===== src/rtl/pipe_sched.sv =====
// pipe_sched: merges decode stall requests with multi-cycle EX sequencing
// (MADD-class phase counter, divider start/cancel) into a per-stage stall vector.
// Latency: all outputs combinational from state + inputs; state/cnt registered.
// Backpressure: stall_o holds PC..EX while a multi-cycle op runs; flush overrides.
//
// Ports:
//   clk, rst (async active-low)          clock / reset
//   stallreq_id_i                        decode stall request (level)
//   ex_mc_req_i, ex_mc_kind_i            multi-cycle op in EX (0 = MADD, 1 = DIV)
//   flush_i                              aborts any sequence
//   div_ready_i                          divider result strobe
//   stall_o[5:0]                         {WB,MEM,EX,ID,IF,PC}, 1 = hold
//   cnt_o[1:0]                           MADD phase index
//   div_start_o, div_cancel_o            divider handshake pulses
//   ex_mc_done_o                         EX result valid this cycle
//   busy_o, mc_err_o                     sequencer busy / divide timeout
//
// Optional feature: define PIPE_SCHED_WATCHDOG_EN to add the divide watchdog.

module pipe_sched #(
  parameter int MADD_CYCLES = 2,
  parameter int DIV_CYCLES  = 33
) (
  input  logic       clk,
  input  logic       rst,
  input  logic       stallreq_id_i,
  input  logic       ex_mc_req_i,
  input  logic       ex_mc_kind_i,
  input  logic       flush_i,
  input  logic       div_ready_i,
  output logic [5:0] stall_o,
  output logic [1:0] cnt_o,
  output logic       div_start_o,
  output logic       div_cancel_o,
  output logic       ex_mc_done_o,
  output logic       busy_o,
  output logic       mc_err_o
);

  typedef enum logic [1:0] {
    ST_IDLE = 2'd0,
    ST_MADD = 2'd1,
    ST_DIV  = 2'd2
  } state_t;

  localparam logic [5:0] STALL_EX = 6'b001111;  // PC, IF, ID, EX held
  localparam logic [5:0] STALL_ID = 6'b000111;  // PC, IF, ID held
  localparam logic [1:0] CNT_LAST = 2'(MADD_CYCLES - 1);

  // The phase counter is two bits wide and the watchdog eight bits wide.
  if (MADD_CYCLES < 2 || MADD_CYCLES > 4 || DIV_CYCLES < 1 || 2 * DIV_CYCLES > 255) begin : g_bad_params
    $error("pipe_sched: parameter out of range");
  end

  state_t     state_q, state_d;
  logic [1:0] cnt_q, cnt_d;
  logic       wdog_trip;

  logic       ex_stall;
  logic       done;
  logic       start;
  logic       cancel;
  logic       err;

`ifdef PIPE_SCHED_WATCHDOG_EN
  localparam logic [7:0] WDOG_LIMIT = 8'(2 * DIV_CYCLES);

  // wdog_q counts cycles since div_start_o: 1 in the first DIV cycle, so the
  // trip lands DIV_CYCLES*2 cycles after the start pulse.
  logic [7:0] wdog_q, wdog_d;

  always_comb begin
    wdog_d = '0;
    if (state_d == ST_DIV) begin
      wdog_d = (state_q == ST_DIV) ? wdog_q + 8'd1 : 8'd1;
    end
  end

  always_ff @(posedge clk or negedge rst) begin
    if (!rst) begin
      wdog_q <= '0;
    end else begin
      wdog_q <= wdog_d;
    end
  end

  assign wdog_trip = (state_q == ST_DIV) && (wdog_q == WDOG_LIMIT);
`else
  assign wdog_trip = 1'b0;
`endif

  // Next state and raw strobes; flush is applied afterwards as an override.
  always_comb begin
    state_d  = state_q;
    cnt_d    = cnt_q;
    ex_stall = 1'b0;
    done     = 1'b0;
    start    = 1'b0;
    cancel   = 1'b0;
    err      = 1'b0;

    unique case (state_q)
      ST_IDLE: begin
        cnt_d = '0;
        if (ex_mc_req_i) begin
          ex_stall = 1'b1;
          if (ex_mc_kind_i) begin
            start   = 1'b1;
            state_d = ST_DIV;
          end else begin
            state_d = ST_MADD;
            cnt_d   = 2'd1;
          end
        end
      end

      ST_MADD: begin
        if (cnt_q == CNT_LAST) begin
          // Done cycle is never IDLE, so a held request cannot retrigger.
          done    = 1'b1;
          state_d = ST_IDLE;
          cnt_d   = '0;
        end else begin
          ex_stall = 1'b1;
          cnt_d    = cnt_q + 2'd1;
        end
      end

      ST_DIV: begin
        if (div_ready_i) begin
          done    = 1'b1;
          state_d = ST_IDLE;
        end else if (wdog_trip) begin
          done    = 1'b1;
          cancel  = 1'b1;
          err     = 1'b1;
          state_d = ST_IDLE;
        end else begin
          ex_stall = 1'b1;
        end
      end

      default: begin
        state_d = ST_IDLE;
        cnt_d   = '0;
      end
    endcase

    if (flush_i) begin
      cancel   = (state_q == ST_DIV);
      state_d  = ST_IDLE;
      cnt_d    = '0;
      ex_stall = 1'b0;
      done     = 1'b0;
      start    = 1'b0;
      err      = 1'b0;
    end
  end

  // Output stage: every output is forced low while reset is held, so a
  // reset taken mid-divide never produces a cancel pulse.
  always_comb begin
    stall_o      = '0;
    cnt_o        = '0;
    div_start_o  = 1'b0;
    div_cancel_o = 1'b0;
    ex_mc_done_o = 1'b0;
    busy_o       = 1'b0;
    mc_err_o     = 1'b0;
    if (rst) begin
      if (flush_i) begin
        stall_o = '0;
      end else if (ex_stall) begin
        stall_o = STALL_EX;
      end else if (stallreq_id_i) begin
        stall_o = STALL_ID;
      end
      cnt_o        = cnt_q;
      div_start_o  = start;
      div_cancel_o = cancel;
      ex_mc_done_o = done;
      busy_o       = (state_q != ST_IDLE);
      mc_err_o     = err;
    end
  end

  always_ff @(posedge clk or negedge rst) begin
    if (!rst) begin
      state_q <= ST_IDLE;
      cnt_q   <= '0;
    end else begin
      state_q <= state_d;
      cnt_q   <= cnt_d;
    end
  end

endmodule


===== config.mk =====
export PLATFORM = sky130hd
export DESIGN_NAME = pipe_sched
export DESIGN_NICKNAME = d
export VERILOG_FILES = /design/src/rtl/pipe_sched.sv
export SDC_FILE = /design/constraint.sdc
export NUM_CORES = 1
export LEC_CHECK = 0
export BUFFER_PORTS_ARGS = -buffer_cell sky130_fd_sc_hd__buf_4
export CAP_MARGIN = 10
export CORE_AREA = 2 2 39 41
export DETAILED_ROUTE_END_ITERATION = 16
export DIE_AREA = 0 0 41 43
export SKIP_LAST_GASP = 1
export SYNTH_ARGS = -nofsm -noshare
export SYNTH_HDL_FRONTEND = slang
export SYNTH_SLANG_ARGS = --single-unit

===== constraint.sdc =====
create_clock -name clk -period 1.7 [get_ports clk]
set_clock_uncertainty 0.15 [all_clocks]
set_input_delay 0.34 -clock clk [delete_from_list [all_inputs] [get_ports clk]]
set_output_delay 0.34 -clock clk [all_outputs]
set_load 0.1 [all_outputs]

==> flow_summary.json, run 1 <==
{
  "clk_pin_slew_ns": 0.03,
  "dp_hpwl_um": 947.6,
  "grt_max_degree": 8,
  "critPathMaxFanout": 3,
  "drc": 0,
  "layout_setup_ws_ns": -0.4957,
  "gp_congestion": 0.8225,
  "critPathCaptureType": "output port",
  "yosysTopAreaCell": "dfrtp_1",
  "synth-compound-area-share_pct": 25.93,
  "yosysWarningCount": 0,
  "rows": 14,
  "synth_area_leaders": "dfrtp_1 (23%), ha_1 (11%), buf_4 (8.5%)",
  "finalHoldViolCount": 0,
  "synth.mux.area_fraction_pct": 0,
  "first_pass_iters": 4,
  "synth-xor-area-share_pct": 0,
  "fmax_mhz": 455.4,
  "antenna_cells": 0,
  "synth.distinct_cells": 24,
  "maxCapViolCount": 0,
  "synth_top_area_share_pct": 22.79,
  "hold_class": "in2reg",
  "synth_area_um2": 439.2,
  "grt_pass1_wl_mm": 2.070,
  "initial_core_util_pct": 31.74,
  "max_stage_delay_ns": 0.42,
  "drt-total-wl_mm": 1.309,
  "finalMaxSlewViolations": 0,
  "layout.nets": 99,
  "outcome": "complete, but fails checks",
  "violations": "setup timing",
  "io_buffer_count": 16,
  "p_leak_nw": 0.3829,
  "numCtsBuffers": 3,
  "cts.sinks": 4,
  "synth_top_family_by_area": "compound AO/OA/AOI/OAI gates",
  "insertion_delay_ns": 0.23,
  "critPathKind": "reg2out",
  "grt_overflow_total": 0,
  "avgSynthCellArea_um2": 8.611,
  "reg2reg_depth": 7,
  "htree_levels": 1,
  "die_h_um": 43,
  "antenna_found_initial": 0,
  "whs_path_depth": 4,
  "dpl.cell_count": 96,
  "yosys.area_share.adder_pct": 11.40,
  "cts_buffer_depth": 2,
  "cellPowerDensity_nw_per_um2": 666.4,
  "ys_ff_latch": 4,
  "cp_cell_sequence": "inv_2 -> ha_4 -> nand2b_4 -> o21a_4 -> buf_4 -> a21oi_4 -> buf_6",
  "rsz0062_at_grt": "true",
  "cp.arrival_ns": 1.71,
  "route.antenna.remaining_nets": 0,
  "dp_worst_setup_slack_ns": -0.3242,
  "die_w_um": 41,
  "fin_cells": 102,
  "drt_iter0_drc": 5,
  "dr_total_vias": 480,
  "peakVddDrop_mv": 0.3967,
  "first_global_vias": 476,
  "tns_ns": -2.866,
  "cp_slowest_cell": "dfrtp_1",
  "syn_to_final_growth_pct": 106.6,
  "fp.coreArea_um2": 1384,
  "synth_cells": 51,
  "fin_hold_ws_ns": 0.3196,
  "ys_seq_area_share_pct": 22.79,
  "dieArea_um2": 1763,
  "clockRootBuffer": "clkbuf_4",
  "finalSetupViolCount": 8,
  "io_pins": 20,
  "routedWlPerCell_um": 12.83,
  "grt_usage_pct": 17.14,
  "timing.final.crit_share_pct": 129.2,
  "vias_per_cell": 4.706,
  "crit_required_ns": 1.21,
  "synth-simple-area-share_pct": 25.36,
  "drive_gt1_share_pct": 68.60,
  "crit_path_start_kind": "flop",
  "cts_tree": "yes",
  "finalCriticalPeriod_ns": 2.196
}
final cells by class:
cell class	instances	area (um2)
clock buffer	3	22.52
fill	112	476.7
inverter	6	26.28
multi-input combinational	38	400.4
sequential	4	100.1
tap	16	20.02
timing repair buffer	35	337.8
power breakdown:
part	total [mW]	internal, mW	switching, mW
Combinational	0.384	0.152	0.232
Sequential	0.110	0.103	0.00658
Clock	0.111	0.0785	0.0323
Total	0.604	0.333	0.271
per-stage QoR:
step	util, %	cell area [um2]	power [mW]
6_report	65.55	907.1	0.6045
3_5_place_dp	53.98	747.0	0.4374
3_3_place_gp	53.98	747.0	0.4351
4_1_cts	63.65	880.8	0.5928
2_1_floorplan	-	524.3	0.3436
5_1_grt	65.55	907.1	0.6386
registers in the layout (all words and copies together) (netlist names):
| register | flops |
|---|---|
| state_q | 2 |
| cnt_q | 2 |
worst paths after layout:
| path | start | endpoint | slack, ns |
|---|---|---|---|
| worst max register to register | state_q[0]$_DFFE_PN0P_ | state_q[0]$_DFFE_PN0P_ | 0.09 |
| worst max-delay path | state_q[0]$_DFFE_PN0P_ | stall_o[2] | -0.50 |
| max in group asynchronous | rst | state_q[0]$_DFFE_PN0P_ | 0.78 |
| worst min-delay path | ex_mc_kind_i | cnt_q[0]$_DFFE_PN0P_ | 0.32 |
| worst min register to register | cnt_q[0]$_DFFE_PN0P_ | cnt_q[0]$_DFFE_PN0P_ | 0.52 |
| min in group asynchronous | rst | state_q[1]$_DFFE_PN0P_ | 0.46 |
cell usage in the layout, fill, tap and decap left out, drive strengths merged:
| cell type | n |
|---|---|
| inv | 5 |
| buf | 34 |
| a21oi | 3 |
| nand2b | 1 |
| and2 | 2 |
| nand2 | 4 |
| nor2 | 4 |
| dfrtp | 4 |
| conb | 3 |
| o2111ai | 2 |
| a221oi | 1 |
| and3 | 1 |
| nor3b | 1 |
| clkinvlp | 1 |
| o311ai | 2 |
| a22oi | 1 |
| o21a | 1 |
| a2111oi | 1 |
| clkbuf | 3 |
| o21ai | 1 |
| ha | 4 |
| nor2b | 4 |
| nand3b | 2 |
| dlygate4sd3 | 1 |
synth_stat cells:
master,count
a2111oi_4,1
a21oi_1,3
a221oi_1,1
a22oi_1,1
and2_1,1
and2_2,1
and3_1,1
buf_4,5
conb_1,1
dfrtp_1,4
ha_1,4
inv_1,5
inv_2,1
nand2_1,4
nand2b_1,1
nand3b_1,2
nor2_1,4
nor2b_1,3
nor2b_4,1
nor3b_1,1
o2111ai_1,2
o21a_4,1
o21ai_1,1
o311ai_1,2
critical path: cells and delay by family (launching register included):
family          cells  cell delay (ns)
compound gates      2             0.29
fa+ha+maj           1             0.16
buf+inv             3             0.54
flops               1             0.42
simple gates        1             0.05
logic make-up after synthesis:
group | after synthesis
buf+inv | 11
compound gates | 12
flops | 4
simple gates | 19
fa+ha+maj | 4
other cells | 1
routing by layer:
metal / global-route usage, % / wire (um) / up-vias
li1: - / - / 238
met1: 20.52 / 588 / 232
met2: 28.75 / 675 / 8
met3: 1.571 / 24 / 2
met4: 8.000 / 20 / 0
met5: 0 / 0 / -
timing repair:
item / 4_1_cts / 5_1_grt
endpoints found under the setup margin: 8 / 11
setup buffers: 1 / 3
resized for setup: 22 / 5
endpoints found under the hold margin: 4 / 0
hold buffers: 1 / 0
pin swaps: 4 / 3
cloned: 0 / 0
Note: power is estimated with default switching activity, not from simulation.
==> inputs of run 2 (changes only) <==
==> constraint.sdc (replaced) <==
create_clock -name clk -period 2.3 [get_ports clk]
set_clock_uncertainty 0.15 [all_clocks]
set_input_delay 0.46 -clock clk [delete_from_list [all_inputs] [get_ports clk]]
set_output_delay 0.46 -clock clk [all_outputs]
set_load 0.1 [all_outputs]
==> run 2 against run 1 <==
Compared with the run above:
- the run still ends with setup timing left
- flip-flop and latch count is the same
- sequential share of layout area grew 1.1 points
- non-clock buffer count shrank 2
- via count shrank 2.1%
- clock power shrank 26%
- global-route usage shrank 2.5 points
==> flow_summary.json, run 2 (same netlist as run 1, synthesis figures left out) <==
{
  "maxCapViolCount": 0,
  "max_stage_delay_ns": 0.41,
  "antenna_found_initial": 0,
  "final.fill_count": 111,
  "rsz0062_at_grt": "true",
  "cts_tree": "yes",
  "htree_levels": 1,
  "multi_input_area_um2": 359.1,
  "crit_start": "state_q[0]$_DFFE_PN0P_",
  "grt_overflow_total": 0,
  "cp_slowest_cell": "dfrtp_2",
  "grt_usage_pct": 14.63,
  "initial_core_util_pct": 31.74,
  "layout_setup_ws_ns": -0.004069,
  "p_leak_nw": 0.3669,
  "numCtsBuffers": 3,
  "fin_hold_ws_ns": 0.3287,
  "antenna_cells": 0,
  "finalSetupViolCount": 4,
  "rr_endpoint": "state_q[1]$_DFFE_PN0P_",
  "io_pins": 20,
  "gp_congestion": 0.7558,
  "drt_iter0_drc": 11,
  "fmax_mhz": 434.0,
  "clk_pin_slew_ns": 0.03,
  "die_w_um": 41,
  "dieArea_um2": 1763,
  "layout_commonest_cell": "buf_4",
  "mostFrequentLayoutCells": "buf_4 (26), nor2_2 (4), buf_12 (4)",
  "power_mw": 0.4328,
  "critPathCaptureType": "output port",
  "r2r_slack_ns": 0.58,
  "crit_required_ns": 1.69,
  "violations": "setup timing",
  "postLayoutCoreUtil_pct": 60.58,
  "seq_area_um2": 101.3,
  "drc": 0,
  "finalHoldViolCount": 0,
  "first_pass_iters": 4,
  "sw_frac_of_total_pct": 44.43,
  "layout.nets": 97,
  "cp.buffers_inverters": 3,
  "reg2reg_depth": 7,
  "critPathKind": "reg2out",
  "insertion_delay_ns": 0.23,
  "dpl.cell_count": 83,
  "first_global_vias": 425,
  "cellPowerDensity_nw_per_um2": 516.3,
  "die_h_um": 43,
  "p_clk_share_pct": 18.9,
  "clockRootBuffer": "clkbuf_4",
  "pwr-share-seq_pct": 19.1,
  "critPathMaxFanout": 3,
  "whs_path_depth": 2,
  "outcome": "complete, but fails checks",
  "vias_per_cell": 4.700,
  "grt_pass1_wl_mm": 1.718,
  "holdPathEnd": "cnt_q[1]$_DFFE_PN0P_",
  "io_buffer_count": 16,
  "drive_gt1_share_pct": 64.29,
  "dr_total_vias": 470,
  "cts_buffer_depth": 2,
  "p_comb_share_pct": 62.0,
  "p_sw_mw": 0.1923,
  "fin_cells": 100,
  "routedWlPerCell_um": 11.92,
  "timing.final.crit_share_pct": 100.2,
  "r2r-start": "state_q[1]$_DFFE_PN0P_",
  "route.antenna.remaining_nets": 0,
  "critical-path-top-delay-family": "compound AO/OA/AOI/OAI gates",
  "reg.largest.list": "cnt_q: 2 flops, state_q: 2 flops",
  "grt_max_degree": 9,
  "cts.sinks": 4,
  "cp.arrival_ns": 1.69,
  "crit_path_start_kind": "flop",
  "hp-start": "flush_i",
  "cp_cell_sequence": "buf_12 -> ha_4 -> inv_4 -> o21a_4 -> a2111oi_4 -> buf_6",
  "finalCriticalPeriod_ns": 2.304,
  "dp_hpwl_um": 771.1,
  "drt-total-wl_mm": 1.192,
  "fp.coreArea_um2": 1384,
  "hold_class": "in2reg",
  "peakVddDrop_mv": 0.2331,
  "internal_power_mw": 0.2405,
  "rows": 14,
  "syn_to_final_growth_pct": 90.88,
  "finalMaxSlewViolations": 0
}
==> run 2: cell count changes in the layout (fill, tap and decap cells not counted), moves of 2 or more <==
cell    change
nor2_2      +4
buf_6       -4
buf_4       +2
nor2_4      -4
inv_4       +2
inv_2       -2
==> run 2: cell type report <==
type	count	area share (%)
Multi-Input combinational cell	38	42.84
Timing Repair Buffer	33	36.72
Sequential cell	4	12.09
Inverter	6	3.284
Clock buffer	3	2.687
Tap cell	16	2.388
==> run 2: worst reg2reg max path: stages (launching register included) <==
cell and delay (ns):
dfrtp_1 0.41, inv_2 0.10, buf_4 0.13, ha_4 0.13
buf_4 0.12, nor2b_1 0.28, o2111ai_1 0.18, o311ai_1 0.12
==> run 2: how the worst max path moves through the flow <==
stage,end,slack [ns],cells after the start
after floorplan,stall_o[3],-0.40,5
after global placement,stall_o[3],0.12,6
after detailed placement,stall_o[3],0.1,6
after CTS,stall_o[3],-0.03,6
after global routing,stall_o[3],-0.09,6
final,stall_o[3],-0.004,6
==> run 2: stage by stage <==
stage / cell area [um2] / setup TNS (ns) / setup slack [ns]
final: 838.3 / -0.01026 / -0.004069
after CTS: 765.7 / -0.06728 / -0.02808
after global routing: 838.3 / -0.2705 / -0.08737
after floorplan: 485.5 / -0.8019 / -0.3963
after global placement: 598.1 / 0 / 0.1241
after detailed placement: 598.1 / 0 / 0.09776
==> run 2: timing repair <==
item                                   4_1_cts  5_1_grt
setup endpoints to repair                    4        4
buffers inserted                            11        2
hold buffers                                 1        0
endpoints found under the hold margin        4        0
pin swaps                                    4        2
resized for setup                            7       14
==> run 2: power groups by stage <==
stage | Clock (mW) | Sequential, mW | Combinational [mW]
floorplan | 0 | 0.0813 | 0.163
global placement | 0 | 0.0822 | 0.197
detailed placement | 0 | 0.0824 | 0.195
CTS | 0.0860 | 0.0816 | 0.238
global route | 0.0951 | 0.0832 | 0.281
finish | 0.0818 | 0.0826 | 0.268
==> run 2: metal layers <==
metal | wire (um) | part of all wire [%] | track usage (%)
met1 | 535 | 45 | 18.63
met2 | 615 | 52 | 21.88
met3 | 42 | 3.5 | 3.141
met4 | 0 | 0 | 8.000
met5 | 0 | 0 | 0
